===== config.mk =====
export PLATFORM = sky130hd
export DESIGN_NAME = cdb_arbiter
export DESIGN_NICKNAME = d
export VERILOG_FILES = /design/src/rtl/cdb_arbiter.sv
export SDC_FILE = /design/constraint.sdc
export NUM_CORES = 1
export LEC_CHECK = 0
export ABC_AREA = 1
export CORE_UTILIZATION = 37
export DETAILED_ROUTE_END_ITERATION = 12
export PLACE_DENSITY = 0.78
export SLEW_MARGIN = 15
export SYNTH_ARGS = -nofsm -noshare
export SYNTH_HDL_FRONTEND = slang
export SYNTH_SLANG_ARGS = --single-unit

===== constraint.sdc =====
create_clock -name clock -period 2.75 [get_ports clock]
set_input_delay 0.55 -clock clock [delete_from_list [all_inputs] [get_ports clock]]
set_output_delay 0.55 -clock clock [all_outputs]
set_load 0.01 [all_outputs]

===== src/rtl/cdb_arbiter.sv =====
// Common data bus arbiter: round-robin grant of one completing FU per cycle, registered broadcast.
// Define CDB_STARVE_EN to add per-requester wait counters that force priority past STARVE_LIMIT.
`ifndef XLEN
`define XLEN 32
`endif
`ifndef PHYS_REG_IDX_SZ
`define PHYS_REG_IDX_SZ 6
`endif
`ifndef ZERO_REG
`define ZERO_REG 0
`endif

module cdb_arbiter #(
    parameter int NUM_REQ      = 4,
    parameter int ROB_IDX_W    = 5,
    parameter int STARVE_LIMIT = 7
) (
    input  logic                                      clock,
    input  logic                                      reset,
    input  logic                                      squash,
    input  logic [NUM_REQ-1:0]                        req_valid,
    input  logic [NUM_REQ-1:0][`PHYS_REG_IDX_SZ:0]    req_tag,
    input  logic [NUM_REQ-1:0][`XLEN-1:0]             req_data,
    input  logic [NUM_REQ-1:0][ROB_IDX_W-1:0]         req_rob_idx,
    output logic [NUM_REQ-1:0]                        req_ready,
    output logic                                      cdb_valid,
    output logic                                      cdb_wr_en,
    output logic [`PHYS_REG_IDX_SZ:0]                 cdb_tag,
    output logic [`XLEN-1:0]                          cdb_data,
    output logic [ROB_IDX_W-1:0]                      cdb_rob_idx,
    output logic [NUM_REQ-1:0]                        fu_free
);

    localparam int TAG_W = `PHYS_REG_IDX_SZ + 1;
    localparam int PTR_W = $clog2(NUM_REQ);
    localparam logic [TAG_W-1:0] ZERO_TAG = TAG_W'(`ZERO_REG);

    if (NUM_REQ < 2 || NUM_REQ > 8 || STARVE_LIMIT < 1) begin : g_param_check
        $error("cdb_arbiter: NUM_REQ must be 2..8 and STARVE_LIMIT >= 1");
    end

    logic [PTR_W-1:0]   ptr;
    logic [PTR_W-1:0]   grant_idx;
    logic               found;
    logic [NUM_REQ-1:0] grant;

`ifdef CDB_STARVE_EN
    localparam int CNT_W = $clog2(STARVE_LIMIT + 1);
    localparam logic [CNT_W-1:0] LIMIT = CNT_W'(STARVE_LIMIT);
    logic [NUM_REQ-1:0][CNT_W-1:0] wait_cnt;
`endif

    // Starved requesters (lowest index first) pre-empt the round-robin search.
    always_comb begin
        found     = 1'b0;
        grant_idx = '0;
        grant     = '0;
`ifdef CDB_STARVE_EN
        for (int i = 0; i < NUM_REQ; i++) begin
            if (!found && req_valid[i] && wait_cnt[i] >= LIMIT) begin
                found     = 1'b1;
                grant_idx = PTR_W'(i);
            end
        end
`endif
        for (int k = 0; k < NUM_REQ; k++) begin
            if (!found && req_valid[(int'(ptr) + k) % NUM_REQ]) begin
                found     = 1'b1;
                grant_idx = PTR_W'((int'(ptr) + k) % NUM_REQ);
            end
        end
        if (found && !squash && reset) begin
            grant[grant_idx] = 1'b1;
        end
    end

    assign req_ready = grant;

    always_ff @(posedge clock or negedge reset) begin
        if (!reset) begin
            ptr <= '0;
        end else if (squash) begin
            ptr <= '0;
        end else if (|grant) begin
            ptr <= (grant_idx == PTR_W'(NUM_REQ - 1)) ? '0 : grant_idx + 1'b1;
        end
    end

    // grant is already forced to zero under squash, so the broadcast drops with it.
    always_ff @(posedge clock or negedge reset) begin
        if (!reset) begin
            cdb_valid   <= 1'b0;
            cdb_wr_en   <= 1'b0;
            cdb_tag     <= '0;
            cdb_data    <= '0;
            cdb_rob_idx <= '0;
            fu_free     <= '0;
        end else begin
            cdb_valid <= |grant;
            cdb_wr_en <= (|grant) && (req_tag[grant_idx] != ZERO_TAG);
            fu_free   <= grant;
            if (|grant) begin
                cdb_tag     <= req_tag[grant_idx];
                cdb_data    <= req_data[grant_idx];
                cdb_rob_idx <= req_rob_idx[grant_idx];
            end
        end
    end

`ifdef CDB_STARVE_EN
    always_ff @(posedge clock or negedge reset) begin
        if (!reset) begin
            wait_cnt <= '0;
        end else begin
            for (int i = 0; i < NUM_REQ; i++) begin
                if (squash || !req_valid[i] || grant[i]) begin
                    wait_cnt[i] <= '0;
                end else if (wait_cnt[i] < LIMIT) begin
                    wait_cnt[i] <= wait_cnt[i] + 1'b1;
                end
            end
        end
    end
`endif

endmodule


Word level (Yosys, flattened, before mapping)

Index checks and enable logic that the tools add are counted.

Register bits after elaboration: 52
Latch bits: 0
Output and inout bits: 54
Memories kept: 0
Memory bits (writable): 0
ROM bits: 0

Bitwise operators: 3
Equal/unequal tests: 1
Div/mod/pow operators: 0
Shift operators: 0
Reduce and logical (&&, ||, !) cells: 17
Add/sub/neg operators: 4
Multipliers: 0
Order comparisons: 6
Multiplexer cells: 31

Operators with widths:

| kind                                                                         | number |
|---|---|
| 32-bit binary-select mux with 2-bit select                                   | 1 |
| 32-bit two-way mux                                                           | 1 |
| 7-bit binary-select mux with 2-bit select                                    | 1 |
| 2-bit two-way mux                                                            | 7 |
| 3-bit by 4-bit less-than comparator with 1-bit output, second input constant | 3 |
| 1-bit two-way mux                                                            | 12 |
| 5-bit binary-select mux with 2-bit select                                    | 1 |
| 1-bit binary-select mux with 2-bit select                                    | 4 |
| 1-bit logical AND                                                            | 7 |
| 7-bit two-way mux                                                            | 1 |
| 7-bit nonzero test                                                           | 1 |
| 2-bit by 3-bit less-than comparator with 1-bit output, second input constant | 2 |
| 2-bit OR reduction                                                           | 3 |
| 5-bit two-way mux                                                            | 1 |
| 2-bit by 1-bit adder with 2-bit output, second input constant                | 2 |
| 2-bit adder, second input constant                                           | 2 |
| 1-bit zero test                                                              | 4 |
| 4-bit two-way mux                                                            | 1 |
| 4-bit OR reduction                                                           | 1 |
| 1-bit AND, first input constant                                              | 3 |
| 1-bit demux with 2-bit select                                                | 1 |
| 2-bit == test, second input constant                                         | 1 |
| 2-bit by 1-bit >= comparator with 1-bit output, second input constant        | 1 |
| 2-bit nonzero test                                                           | 1 |

Longest topological paths before layout

Word-level depth: 22
Depth in mapped cells: 22

Worst setup path after synthesis

OpenSTA, ideal clock, no wires.

Path type: input port to flip-flop
Start: in req_valid[3]
End: reg cdb_data[0]
Cell stages on the path: 19
Required time: 2620 ps
Buffers on the path: 4
Path slack: 14 ps
Arrival: 2606 ps
Cells stage by stage: inv_1 -> nand2_1 -> nand3_1 -> nand2_2 -> inv_1 -> nand2_1 -> nand2_1 -> nand3_4 -> inv_2 -> buf_2 -> buf_2 -> ha_1 -> inv_1 -> nor2_1 -> nor2_1 -> nand2_2 -> buf_6 -> buf_6 -> a31oi_1

Longest elaborated chain between the ends: 18
Elaborated cells between the ends (all ways): 36

RTL lines:

| what                                                                                                                                          | RTL line | text |
|---|---|---|
| from (decl)                                                                                                                                   | 21       | `input logic [NUM_REQ-1:0] req_valid,` |
| 1-bit binary-select mux with 2-bit select                                                                                                     | 67       | `if (!found && req_valid[(int'(ptr) + k) % NUM_REQ]) begin` |
| 1-bit two-way mux (implied by the code)                                                                                                       | 67       |  |
| 1-bit two-way mux                                                                                                                             | 67       |  |
| 1-bit zero test                                                                                                                               | 67       |  |
| 1-bit logical AND                                                                                                                             | 67       |  |
| 1-bit two-way mux                                                                                                                             | 67       |  |
| 1-bit zero test                                                                                                                               | 67       |  |
| 1-bit logical AND                                                                                                                             | 67       |  |
| [3 not listed]                                                                                                                                | n/a      |  |
| 2-bit two-way mux                                                                                                                             | 67       |  |
| 2-bit by 3-bit less-than comparator with 1-bit output (implied by the code) or 2-bit by 1-bit >= comparator with 1-bit output (tied branches) | 73       | `grant[grant_idx] = 1'b1;` |
| 1-bit logical AND (implied by the code)                                                                                                       | 73       |  |
| 1-bit two-way mux (implied by the code)                                                                                                       | 73       |  |
| 1-bit demux with 2-bit select                                                                                                                 | 73       |  |
| 4-bit two-way mux *                                                                                                                           | 72       | `if (found && !squash && reset) begin` |
| net req_ready[3]                                                                                                                              | 25       | `output logic [NUM_REQ-1:0] req_ready,` |
| 4-bit OR reduction *                                                                                                                          | 102      | `if (\|grant) begin` |
| to (signal assigned)                                                                                                                          | 104      | `cdb_data <= req_data[grant_idx];` |
| to (decl)                                                                                                                                     | 29       | `` output logic [`XLEN-1:0] cdb_data, `` |

The timed path passes the listed nets; every way through them passes the cells marked *. The select of a mux whose other input is x is not followed.
A chain may end at the register's enable or synchronous reset.

Worst setup path after layout

Start: reg ptr[0]
End: out req_ready[0]

Longest elaborated chain between the ends: 17
Elaborated cells between the ends (all ways): 36

RTL lines:

| what                                                                                                                                          | RTL line | text |
|---|---|---|
| from (decl)                                                                                                                                   | 42       | `logic [PTR_W-1:0] ptr;` |
| from (signal assigned)                                                                                                                        | 85       | `ptr <= (grant_idx == PTR_W'(NUM_REQ - 1)) ? '0 : grant_idx + 1'b1;` |
| 2-bit by 1-bit adder with 2-bit output or 1-bit binary-select mux with 2-bit select (tied branches)                                           | 67, 69   |  |
| 1-bit binary-select mux with 2-bit select or 1-bit two-way mux (tied branches)                                                                | 67       |  |
| 1-bit two-way mux (implied by the code)                                                                                                       | 67       |  |
| 1-bit two-way mux (implied by the code) or 1-bit zero test (tied branches)                                                                    | 67       |  |
| 1-bit logical AND                                                                                                                             | 67       |  |
| 1-bit two-way mux                                                                                                                             | 67       |  |
| 1-bit zero test                                                                                                                               | 67       |  |
| 1-bit logical AND                                                                                                                             | 67       |  |
| 1-bit two-way mux                                                                                                                             | 67       |  |
| 1-bit zero test                                                                                                                               | 67       |  |
| 1-bit logical AND                                                                                                                             | 67       |  |
| 2-bit two-way mux                                                                                                                             | 67       |  |
| 2-bit by 3-bit less-than comparator with 1-bit output (implied by the code) or 2-bit by 1-bit >= comparator with 1-bit output (tied branches) | 73       |  |
| 1-bit logical AND (implied by the code)                                                                                                       | 73       |  |
| 1-bit two-way mux (implied by the code)                                                                                                       | 73       |  |
| 1-bit demux with 2-bit select                                                                                                                 | 73       |  |
| 4-bit two-way mux *                                                                                                                           | 72       |  |
| to (decl)                                                                                                                                     | 25       |  |

Every way passes the cells marked *; elsewhere a longest branch is shown, timed or not. The select of a mux whose other input is x is not followed.

==> impl_results.md <==
- Core area: 9370 um^2
- Number of DRC markers in iteration 0: 202
- Number of ports placed on the die boundary: 237
- Largest net degree at the start of global routing: 90
- First-pass GRT wire length: 20200 um
- Class of the most critical setup path: reg2out
- Routed wire length: 14300 um
- Synthesis-to-finish area growth: 82.3%
- Final TNS setup: 0 ns
- Global-route usage over all layers: 25.4%
- Clock root buffer: clkbuf_8
- Number of buffers created by CTS: 5
- Initial core utilization: 38.7%
- Area of the die: 10200 um^2
- Top cell type's share of synthesized area: 35.9%
- Max VDD drop: 0.719 mV
- Leakage power figure: 2.85 nW
- Library cells used by synthesis: 23
- Antenna Violating Nets Remaining: 0
- # DRC: 0
- Unrepaired setup endpoints after global routing: yes
- Fraction of layout instances using a drive strength above 1: 13.5%
- Detailed-routing iteration count for the pre-antenna-repair pass: 5
- Post-layout minimum cycle time: 2.73 ns
- Buffer levels on the longest clock path: 2
- Y dimension of the die: 101 um
- Count of max-cap constraint violations: 0
- Worst-case hold slack: 0.436 ns
- Share of synthesized area occupied by flip-flops and latches: 35.9%
- Power density over cell area: 1160 nW/um^2
- Highest fanout seen on the critical path: 6
- Initial antenna violation count: 0
- Worst-skew pair later-pin latency: 0.31 ns
- Clock transition at the registers of the reported paths: 0.10 ns
- Number of hold violations in the final report: 0
- Gp weighted congestion: 0.924
- Synthesized area: 3630 um^2
- Remaining global-route overflow: 0
- Net count after synthesis: 731
- Final setup vio count: 0
- Top area cells in the synthesized netlist: dfrtp_1 (36%), o21ai_0 (13%), nor2_1 (13%)
- Clock tree from TritonCTS: done
- Yosys warning total: 0
- Maximum frequency from static timing analysis: 366 MHz
- Count of inserted antenna diode cells: 0
- Number of global-route vias before repair: 4235
- Cell row count: 35
- Path class of the lowest-slack min-delay path: in2async
- Result of the run: complete, no violations
- Series of cell instances along the critical path: buf_12 -> clkinv_8 -> nand2_4 -> nand2_4 -> nand2_2 -> nand2_2 -> nor2_4 -> buf_6 -> nand3_4 -> nand3_4 -> ha_1 -> inv_1 -> nor2_4 -> buf_6
- Die Span X: 101 um
- Total count of max-transition violations in the final report: 0
- Number of vias per cell: 5.09
- Final cycle utilization of the critical path: 99.4%
- Worst Max-Slew Pin Slew: 0.660 ns
- Number of port buffers: 236
- Critical-path top delay cell: dfrtp_2
- Count of state elements after synthesis: 52
- Crit path DAT: 2.18 ns
- Category of the worst setup path launch point: flip-flop
- Final nets: 969
- Top cell type by total area after synthesis: dfrtp_1
- Critical path required time: 2.20 ns
- DR vias: 4638
- Clock skew after layout: 0.0121 ns
- CP Capture Type: output port
- Sink Count: 52
- Crit-path max cell delay: 0.43 ns
- Clock H-tree levels: 2
- Post-detailed-placement half-perimeter wirelength: 10200 um
- Avg WL per Cell: 15.7 um
- Synthesized area divided by synthesized cell count: 6.67 um^2
- Synthesized instance count: 544
- Normalized max-slew margin: 56.0%
- Layout fillers: 802
- CTS Hold Buffers Added: 0
-- sequential cells by signal, summed over array words and instances, names as in the netlist --
name         flops
cdb_tag          7
cdb_wr_en        1
fu_free          4
cdb_rob_idx      5
ptr              2
cdb_data        32
cdb_valid        1
-- cell type report --
class                      count  area [um^2]  area share (%)
timing repair inverter         1         11.3           0.170
clock inverter                 3         18.8           0.284
sequential                    52         1300            19.7
timing repair buffer         269         2720            41.2
tap                          129          161            2.44
multi-input combinational    397         2090            31.7
inverter                      56          230            3.48
clock buffer                   5         68.8            1.04
-- where the power goes --
group          switching, W  leakage [nW]  internal (W)
Clock              0.000261        0.0479      0.000178
Combinational       0.00333          2.20       0.00253
Sequential         0.000185         0.597       0.00115
Total               0.00377          2.85       0.00386
-- synth_stat cells (all sizes together) --
master  instances
dfrtp          52
nand4          12
nor2          123
ha              4
clkbuf         10
inv            56
o22ai           1
a31oi          38
nand3          23
nand2          75
buf            29
o21ai         120
a21oi           1
-- final timing paths --
kind                                end  depth (start not counted)  slack (ns)        from
max                        req_ready[0]                         14        0.02      ptr[0]
min                        cdb_data[15]                          2        0.44       reset
max reg2reg                cdb_data[10]                         19        0.14      ptr[0]
min reg2reg                  cdb_tag[0]                          2        0.50  cdb_tag[0]
max in group asynchronous        ptr[1]                          2        1.83       reset
min in group clock           cdb_tag[0]                          2        0.50  cdb_tag[0]
-- critical path, delay by kind of cell, from the launching register on --
| kind | cells | cell delay (ns) |
|---|---|---|
| flops | 1 | 0.43 |
| fa+ha+maj | 1 | 0.16 |
| buf+inv | 5 | 0.54 |
| simple gates | 8 | 0.74 |
-- routing by layer --
metal / share of wire (%) / GRT usage, %
met5: 0 / 0
met1: 37 / 28.5
met2: 53 / 47.8
met4: 3.0 / 9.14
met3: 6.7 / 4.58
-- cell families after synthesis --
group	share of synthesized area [%]
flops	35.9
buf+inv	11.8
fa+ha+maj	1.38
compound gates	23.4
simple gates	27.5
-- timing repair --
| action | 4_1_cts | 5_1_grt |
|---|---|---|
| endpoints found under the setup margin | 11 | 51 |
| buffers inserted | 4 | 10 |
| pin swaps | 9 | 18 |
| resized for setup | 32 | 58 |
| gates cloned | 0 | 3 |
| hold endpoints to repair | 0 | 0 |
-- through the flow --
stage	worst slack, ns	instance area [um^2]	utilization [%]	power (W)	cells
2_1_floorplan	0.0143	3630	-	0.00469	544
5_1_grt	-0.117	6610	70.5	0.00837	912
4_1_cts	-0.0122	6260	66.8	0.00712	899
3_3_place_gp	-0.491	6130	65.4	0.00643	887
6_report	0.0167	6610	70.5	0.00764	912
3_5_place_dp	-0.527	6130	65.4	0.00659	887
-- cell usage in the layout (no fill, tap or decap), types with 14 or more instances in the layout --
cell type / n
nand2_1: 54
a31oi_1: 37
nand2_2: 14
dfrtp_1: 50
inv_1: 43
buf_4: 20
clkdlybuf4s50_1: 227
nor2_1: 115
o21ai_1: 24
o21ai_0: 96
Power figures use the tool's default switching activity.
